`config.mk`:
```
export PLATFORM = sky130hd
export DESIGN_NAME = hazard_unit_flat
export DESIGN_NICKNAME = d
export VERILOG_FILES = /design/src/rtl/hazard_unit_pkg.sv /design/src/rtl/hazard_unit_if.sv /design/src/rtl/hazard_unit_sat_counter.sv /design/src/rtl/hazard_unit.sv /design/src/flat_wrapper.sv
export SDC_FILE = /design/constraint.sdc
export NUM_CORES = 1
export LEC_CHECK = 0
export ABC_AREA = 1
export BUFFER_PORTS_ARGS = -buffer_cell sky130_fd_sc_hd__buf_4
export CAP_MARGIN = 20
export CELL_PAD_IN_SITES_DETAIL_PLACEMENT = 1
export CELL_PAD_IN_SITES_GLOBAL_PLACEMENT = 1
export CORE_MARGIN = 2
export CORE_UTILIZATION = 37
export CTS_CLUSTER_SIZE = 30
export DETAILED_ROUTE_END_ITERATION = 7
export PLACE_DENSITY = 0.79
export SETUP_SLACK_MARGIN = 0.1
export SLEW_MARGIN = 20
export SYNTH_ARGS = -nofsm -noshare
export SYNTH_HDL_FRONTEND = slang
export SYNTH_SLANG_ARGS = --single-unit
```
`constraint.sdc`:
```
create_clock -name CLK -period 2.22 [get_ports CLK]
set_input_delay 0.111 -clock CLK [delete_from_list [all_inputs] [get_ports CLK]]
set_output_delay 0.111 -clock CLK [all_outputs]
set_load 0.05 [all_outputs]
```
`src/rtl/hazard_unit_pkg.sv`:
```
// Shared types for the pipeline hazard controller.
package hazard_unit_pkg;

  typedef logic [4:0] regbits_t;

  typedef enum logic [1:0] {
    RUN,
    DWAIT,
    HALTED
  } hazard_state_t;

  localparam regbits_t REG_ZERO = 5'd0;

  // A load in EX feeding a source of the instruction in ID; $0 is hardwired.
  function automatic logic load_use(input logic ex_load, input regbits_t wsel,
                                    input regbits_t rs, input regbits_t rt);
    return ex_load && (wsel != REG_ZERO) && ((wsel == rs) || (wsel == rt));
  endfunction

endpackage

```
`src/rtl/hazard_unit_if.sv`:
```
// Pipeline status in, latch controls and counters out.
interface hazard_unit_if #(parameter int CNT_W = 16);
  import hazard_unit_pkg::*;

  logic             ihit;
  logic             dhit;
  regbits_t         id_rs;
  regbits_t         id_rt;
  logic             ex_dREN;
  regbits_t         ex_wsel;
  logic             ex_brtaken;
  logic             mem_dREN;
  logic             mem_dWEN;
  logic             mem_halt;
  logic             pc_en;
  logic             ifid_en;
  logic             ifid_flush;
  logic             idex_en;
  logic             idex_flush;
  logic             exmem_en;
  logic             memwb_flush;
  logic             halt;
  logic [CNT_W-1:0] stall_cnt;
  logic [CNT_W-1:0] flush_cnt;

  // Core side: reports pipeline status, consumes controls.
  modport master (
    output ihit, dhit, id_rs, id_rt, ex_dREN, ex_wsel, ex_brtaken,
           mem_dREN, mem_dWEN, mem_halt,
    input  pc_en, ifid_en, ifid_flush, idex_en, idex_flush, exmem_en,
           memwb_flush, halt, stall_cnt, flush_cnt
  );

  // Hazard unit side.
  modport slave (
    input  ihit, dhit, id_rs, id_rt, ex_dREN, ex_wsel, ex_brtaken,
           mem_dREN, mem_dWEN, mem_halt,
    output pc_en, ifid_en, ifid_flush, idex_en, idex_flush, exmem_en,
           memwb_flush, halt, stall_cnt, flush_cnt
  );
endinterface

```
`src/rtl/hazard_unit_sat_counter.sv`:
```
// Saturating up-counter: sticks at all-ones, never wraps.
module sat_counter #(
  parameter int W = 16
) (
  input  logic         clk,
  input  logic         rst_n,
  input  logic         inc,
  input  logic         clear,
  output logic [W-1:0] cnt
);

  // Clear wins over increment; increment stops at all-ones.
  always_ff @(posedge clk or negedge rst_n) begin
    if (!rst_n)                  cnt <= '0;
    else if (clear)              cnt <= '0;
    else if (inc && (~cnt != '0)) cnt <= cnt + 1'b1;
  end

endmodule

```
`src/rtl/hazard_unit.sv`:
```
// Per-cycle advance/hold/bubble decisions for the 5-stage pipeline latches,
// plus stall and branch-flush performance counters.
module hazard_unit
  import hazard_unit_pkg::*;
#(
  parameter int CNT_W = 16
) (
  input  logic          CLK,
  input  logic          nRST,
  hazard_unit_if.slave  hu
);

  hazard_state_t state;
  logic          dwait;
  logic          loaduse;
  logic          halted;

  assign dwait   = (hu.mem_dREN | hu.mem_dWEN) & ~hu.dhit;
  assign loaduse = load_use(hu.ex_dREN, hu.ex_wsel, hu.id_rs, hu.id_rt);
  assign halted  = (state == HALTED);

  // Data-wait tracking and sticky halt; a pending data wait blocks halt so the
  // halting instruction never retires past an unfinished memory access.
  always_ff @(posedge CLK or negedge nRST) begin
    if (!nRST) begin
      state   <= RUN;
      hu.halt <= 1'b0;
    end else begin
      case (state)
        RUN, DWAIT: begin
          if (hu.mem_halt && !dwait) begin
            state   <= HALTED;
            hu.halt <= 1'b1;
          end else if (state == RUN && dwait) begin
            state <= DWAIT;
          end else if (state == DWAIT && hu.dhit) begin
            state <= RUN;
          end
        end
        default: begin
          state   <= HALTED;
          hu.halt <= 1'b1;
        end
      endcase
    end
  end

  // Prioritised latch control; flushes inject bubbles regardless of enables.
  always_comb begin
    hu.pc_en       = 1'b0;
    hu.ifid_en     = 1'b0;
    hu.ifid_flush  = 1'b0;
    hu.idex_en     = 1'b0;
    hu.idex_flush  = 1'b0;
    hu.exmem_en    = 1'b0;
    hu.memwb_flush = 1'b0;
    if (halted) begin
      // everything frozen
    end else if (dwait) begin
      // whole pipe holds; MEM/WB gets a bubble so nothing retires twice
      hu.memwb_flush = 1'b1;
    end else if (hu.ex_brtaken) begin
      // target loads even on an fetch miss; wrong-path IF and ID squashed
      hu.pc_en      = 1'b1;
      hu.ifid_en    = 1'b1;
      hu.ifid_flush = 1'b1;
      hu.idex_en    = 1'b1;
      hu.idex_flush = 1'b1;
      hu.exmem_en   = 1'b1;
    end else if (loaduse) begin
      // hold PC and ID, one bubble into EX
      hu.idex_en    = 1'b1;
      hu.idex_flush = 1'b1;
      hu.exmem_en   = 1'b1;
    end else if (!hu.ihit) begin
      // fetch miss: bubble into ID, rest drains
      hu.ifid_en    = 1'b1;
      hu.ifid_flush = 1'b1;
      hu.idex_en    = 1'b1;
      hu.exmem_en   = 1'b1;
    end else begin
      hu.pc_en    = 1'b1;
      hu.ifid_en  = 1'b1;
      hu.idex_en  = 1'b1;
      hu.exmem_en = 1'b1;
    end
  end

  logic stall_inc;
  logic flush_inc;

  assign stall_inc = ~halted & ~hu.pc_en;
  assign flush_inc = ~halted & ~dwait & hu.ex_brtaken;

  sat_counter #(.W(CNT_W)) u_stall_cnt (
    .clk   (CLK),
    .rst_n (nRST),
    .inc   (stall_inc),
    .clear (1'b0),
    .cnt   (hu.stall_cnt)
  );

  sat_counter #(.W(CNT_W)) u_flush_cnt (
    .clk   (CLK),
    .rst_n (nRST),
    .inc   (flush_inc),
    .clear (1'b0),
    .cnt   (hu.flush_cnt)
  );

endmodule

```
`src/flat_wrapper.sv`:
```
// flat-port wrapper written by rule: the top's interface ports become plain ports
module hazard_unit_flat import hazard_unit_pkg::*;
#(
  parameter int CNT_W = 16
)
  (CLK, nRST, hu_ihit, hu_dhit, hu_id_rs, hu_id_rt, hu_ex_dREN, hu_ex_wsel, hu_ex_brtaken, hu_mem_dREN, hu_mem_dWEN, hu_mem_halt, hu_pc_en, hu_ifid_en, hu_ifid_flush, hu_idex_en, hu_idex_flush, hu_exmem_en, hu_memwb_flush, hu_halt, hu_stall_cnt, hu_flush_cnt);
  hazard_unit_if #(.CNT_W(CNT_W)) hu_i ();
  input  logic CLK;
  input  logic nRST;
  input wire logic [$bits(hu_i.ihit)-1:0] hu_ihit;
  input wire logic [$bits(hu_i.dhit)-1:0] hu_dhit;
  input wire logic [$bits(hu_i.id_rs)-1:0] hu_id_rs;
  input wire logic [$bits(hu_i.id_rt)-1:0] hu_id_rt;
  input wire logic [$bits(hu_i.ex_dREN)-1:0] hu_ex_dREN;
  input wire logic [$bits(hu_i.ex_wsel)-1:0] hu_ex_wsel;
  input wire logic [$bits(hu_i.ex_brtaken)-1:0] hu_ex_brtaken;
  input wire logic [$bits(hu_i.mem_dREN)-1:0] hu_mem_dREN;
  input wire logic [$bits(hu_i.mem_dWEN)-1:0] hu_mem_dWEN;
  input wire logic [$bits(hu_i.mem_halt)-1:0] hu_mem_halt;
  output wire logic [$bits(hu_i.pc_en)-1:0] hu_pc_en;
  output wire logic [$bits(hu_i.ifid_en)-1:0] hu_ifid_en;
  output wire logic [$bits(hu_i.ifid_flush)-1:0] hu_ifid_flush;
  output wire logic [$bits(hu_i.idex_en)-1:0] hu_idex_en;
  output wire logic [$bits(hu_i.idex_flush)-1:0] hu_idex_flush;
  output wire logic [$bits(hu_i.exmem_en)-1:0] hu_exmem_en;
  output wire logic [$bits(hu_i.memwb_flush)-1:0] hu_memwb_flush;
  output wire logic [$bits(hu_i.halt)-1:0] hu_halt;
  output wire logic [$bits(hu_i.stall_cnt)-1:0] hu_stall_cnt;
  output wire logic [$bits(hu_i.flush_cnt)-1:0] hu_flush_cnt;
  assign hu_i.ihit = hu_ihit;
  assign hu_i.dhit = hu_dhit;
  assign hu_i.id_rs = hu_id_rs;
  assign hu_i.id_rt = hu_id_rt;
  assign hu_i.ex_dREN = hu_ex_dREN;
  assign hu_i.ex_wsel = hu_ex_wsel;
  assign hu_i.ex_brtaken = hu_ex_brtaken;
  assign hu_i.mem_dREN = hu_mem_dREN;
  assign hu_i.mem_dWEN = hu_mem_dWEN;
  assign hu_i.mem_halt = hu_mem_halt;
  assign hu_pc_en = hu_i.pc_en;
  assign hu_ifid_en = hu_i.ifid_en;
  assign hu_ifid_flush = hu_i.ifid_flush;
  assign hu_idex_en = hu_i.idex_en;
  assign hu_idex_flush = hu_i.idex_flush;
  assign hu_exmem_en = hu_i.exmem_en;
  assign hu_memwb_flush = hu_i.memwb_flush;
  assign hu_halt = hu_i.halt;
  assign hu_stall_cnt = hu_i.stall_cnt;
  assign hu_flush_cnt = hu_i.flush_cnt;
  hazard_unit #(.CNT_W(CNT_W)) u_core (.CLK(CLK), .nRST(nRST), .hu(hu_i));
endmodule
```
==> flow_summary.json <==
{
  "vias_per_cell": 4.80,
  "grt-ovfl-total": 0,
  "synth_area_leaders": "dfrtp_1 (37%), nand2_1 (16%), xor2_1 (7.1%)",
  "final_antenna_net_count": 0,
  "synth_nets": 349,
  "synthFlopType": "dfrtp_1",
  "hold_viol": 0,
  "tns_ns": 0,
  "netlist.area_leader.share": 0.375,
  "slew_violations": 0,
  "antenna_found_initial": 0,
  "cts_tree": "done",
  "critPathKind": "reg2reg",
  "coreArea_sq_mm": 0.00603,
  "pwr-share-seq": 0.401,
  "synth_seq_cells": 35,
  "row_count": 28,
  "drv_cap": 0,
  "ir_worst_vdd_v": 0.000618,
  "cts.htree.levels": 2,
  "drt_wl_total_um": 6330,
  "grt_pass1_wl_um": 11000,
  "rsz0062_at_grt": "false",
  "maxSlewHeadroom": 0.684,
  "min_path_cells": 2,
  "dpl_cell_area_sq_mm": 0.00287,
  "areaGrowthSynthToFinish_pct": 26.6,
  "final_cell_mix": "nand2_1 (99), buf_4 (65), inv_1 (41)",
  "post_cts_buffers": 0,
  "synth_cells": 323,
  "cp_common_cell": "nand2_1",
  "path_buf_inv": 0,
  "final_cell_area_sq_mm": 0.00296,
  "antenna_cells": 0,
  "yosysWarnings": 0,
  "setup_viol": 0,
  "final_nets": 415,
  "avgSynthCellArea_sq_um": 7.24,
  "start_util": 0.388,
  "die_w_um": 83.5,
  "skew_ns": 0.0125,
  "wire_per_inst_um": 13.6,
  "crit_path_max_incr_delay_ns": 0.42,
  "power.density_mw_per_mm2": 727,
  "hold_class": "in2reg",
  "worst_slew_pin_slew_ns": 0.474,
  "clockBufferDepth": 2,
  "synth-async-reset-ratio": 1.00,
  "synth_edf_count": 0,
  "setup.worst_path.start_class": "register",
  "critPathTopFamily": "simple AND/OR/NAND/NOR gates",
  "ys_types": 32,
  "critical_path_required_ns": 2.44,
  "switchingPower_uw": 946,
  "fmax_ghz": 0.526,
  "clk_pin_slew_ns": 0.06,
  "mostFrequentLayoutCell": "nand2_1",
  "clkPwrFrac": 0.214,
  "worst-path-stages": 7,
  "synth_top_area_cell": "dfrtp_1",
  "routed-via-count": 2234,
  "pwr-share-comb": 0.384,
  "gp_congestion": 0.774,
  "run_status": "completed",
  "drc": 0,
  "grt_pass1_vias": 2342,
  "synth_seq_area_share": 0.375,
  "r2r_cells": 7,
  "p_int_uw": 1210,
  "die_area_sq_mm": 0.00697,
  "cts_root_buf": "clkbuf_8",
  "port_buffers": 63,
  "worstPathCellList": "ha_1, nand3_1, nor2_2, nand4_4, nand3_4, nand2_1, nand2_1",
  "cts.sinks": 35,
  "hpwl_um": 4880,
  "leakagePower_uw": 0.00159,
  "clk-insertion-delay-late_ns": 0.29,
  "crit_path_max_fanout": 17,
  "sw_frac_of_total": 0.440,
  "die_h_um": 83.5,
  "drive_gt1_frac": 0.233,
  "io_pins": 64,
  "grt_use_total": 0.191,
  "critPathSlowestCell": "dfrtp_1",
  "drtPass1Iterations": 4,
  "end_kind": "register",
  "min_period_ns": 1.90,
  "synth.cell_area_sq_mm": 0.00234,
  "grt_max_degree": 36,
  "drt-initial-drc-count": 47,
  "timing.final.crit_share": 0.856,
  "cp.arrival_ns": 2.12,
  "cts_buffers": 5
}
[registers in the layout, summed over array words and instances, names as in the netlist]
signal                  cells
u_core.u_flush_cnt.cnt     16
u_core.state                2
u_core.hu.halt              1
u_core.u_stall_cnt.cnt     16
[layer usage]
| layer | part of all wire | up-vias | global-route usage |
|---|---|---|---|
| met3 | 0.037 | 8 | 0.0336 |
| li1 | - | 1143 | - |
| met4 | 0.0096 | 0 | 0.0367 |
| met1 | 0.46 | 1041 | 0.240 |
| met5 | 0 | - | 0 |
| met2 | 0.50 | 42 | 0.345 |
[layout make-up]
type	count	area [sq um]
multi-input combinational	231	1220
fill	780	3070
clock inverter	1	5.00
inverter	50	188
timing repair buffer	66	498
tap	75	93.8
sequential	35	876
clock buffer	7	76.3
[worst paths after layout]
path,end,from,slack [ns]
max,u_core.u_stall_cnt.cnt[2],u_core.u_stall_cnt.cnt[0],0.32
min,u_core.state[0],hu_dhit,0.03
max reg2reg,u_core.u_stall_cnt.cnt[2],u_core.u_stall_cnt.cnt[0],0.32
min reg2reg,u_core.hu.halt,u_core.hu.halt,0.47
max in group asynchronous,u_core.state[1],nRST,1.56
min in group asynchronous,u_core.u_flush_cnt.cnt[14],nRST,0.31
[timing repair]
item	CTS	global route
resized for setup	0	0
hold buffers	1	0
endpoints found under the hold margin	35	0
[metrics by stage]
stage          hold slack, ns  instances  utilization  setup WS, ns  total power (uW)
3_3_place_gp           0.0945        456        0.476         0.354              1680
5_1_grt                0.0162        465        0.491         0.154              2270
4_1_cts                0.0203        465        0.491         0.279              2170
6_report               0.0252        465        0.491         0.319              2150
3_5_place_dp            0.100        456        0.476         0.294              1710
2_1_floorplan          -0.185        323            -         0.194              1410
[kinds of logic after synthesis]
kind of cell | Yosys count | synth area share
and+or+nand+nor | 189 | 0.378
AOI/OAI and AO/OA | 11 | 0.0262
DFF | 35 | 0.375
adders and majority gates | 2 | 0.0107
xor gates and xnor gates | 29 | 0.109
buffers and inverters | 57 | 0.102
[power groups by stage]
| stage | clock network [uW] | registers, uW | logic [uW] |
|---|---|---|---|
| after floorplan | 0 | 1180 | 236 |
| after global placement | 0 | 870 | 809 |
| after detailed placement | 0 | 878 | 829 |
| after CTS | 474 | 867 | 833 |
| after global routing | 501 | 884 | 881 |
| final | 461 | 863 | 827 |
[worst reg2reg max path, delay by kind of cell (launching register included)]
| family | cells | cell delay, ns |
|---|---|---|
| adders and majority gates | 1 | 0.25 |
| DFF | 1 | 0.42 |
| and+or+nand+nor | 6 | 1.18 |
[cell usage after synthesis (3+ instances only)]
master and n:
nand2_1 99, inv_1 41, dfrtp_1 35, nor2_1 31, nand3_1 19, nand4_1 19
xor2_1 19, xnor2_1 10, inv_2 7, nor3_1 7, o21ai_1 6, nor2_2 3
Power figures use the tool's default switching activity.
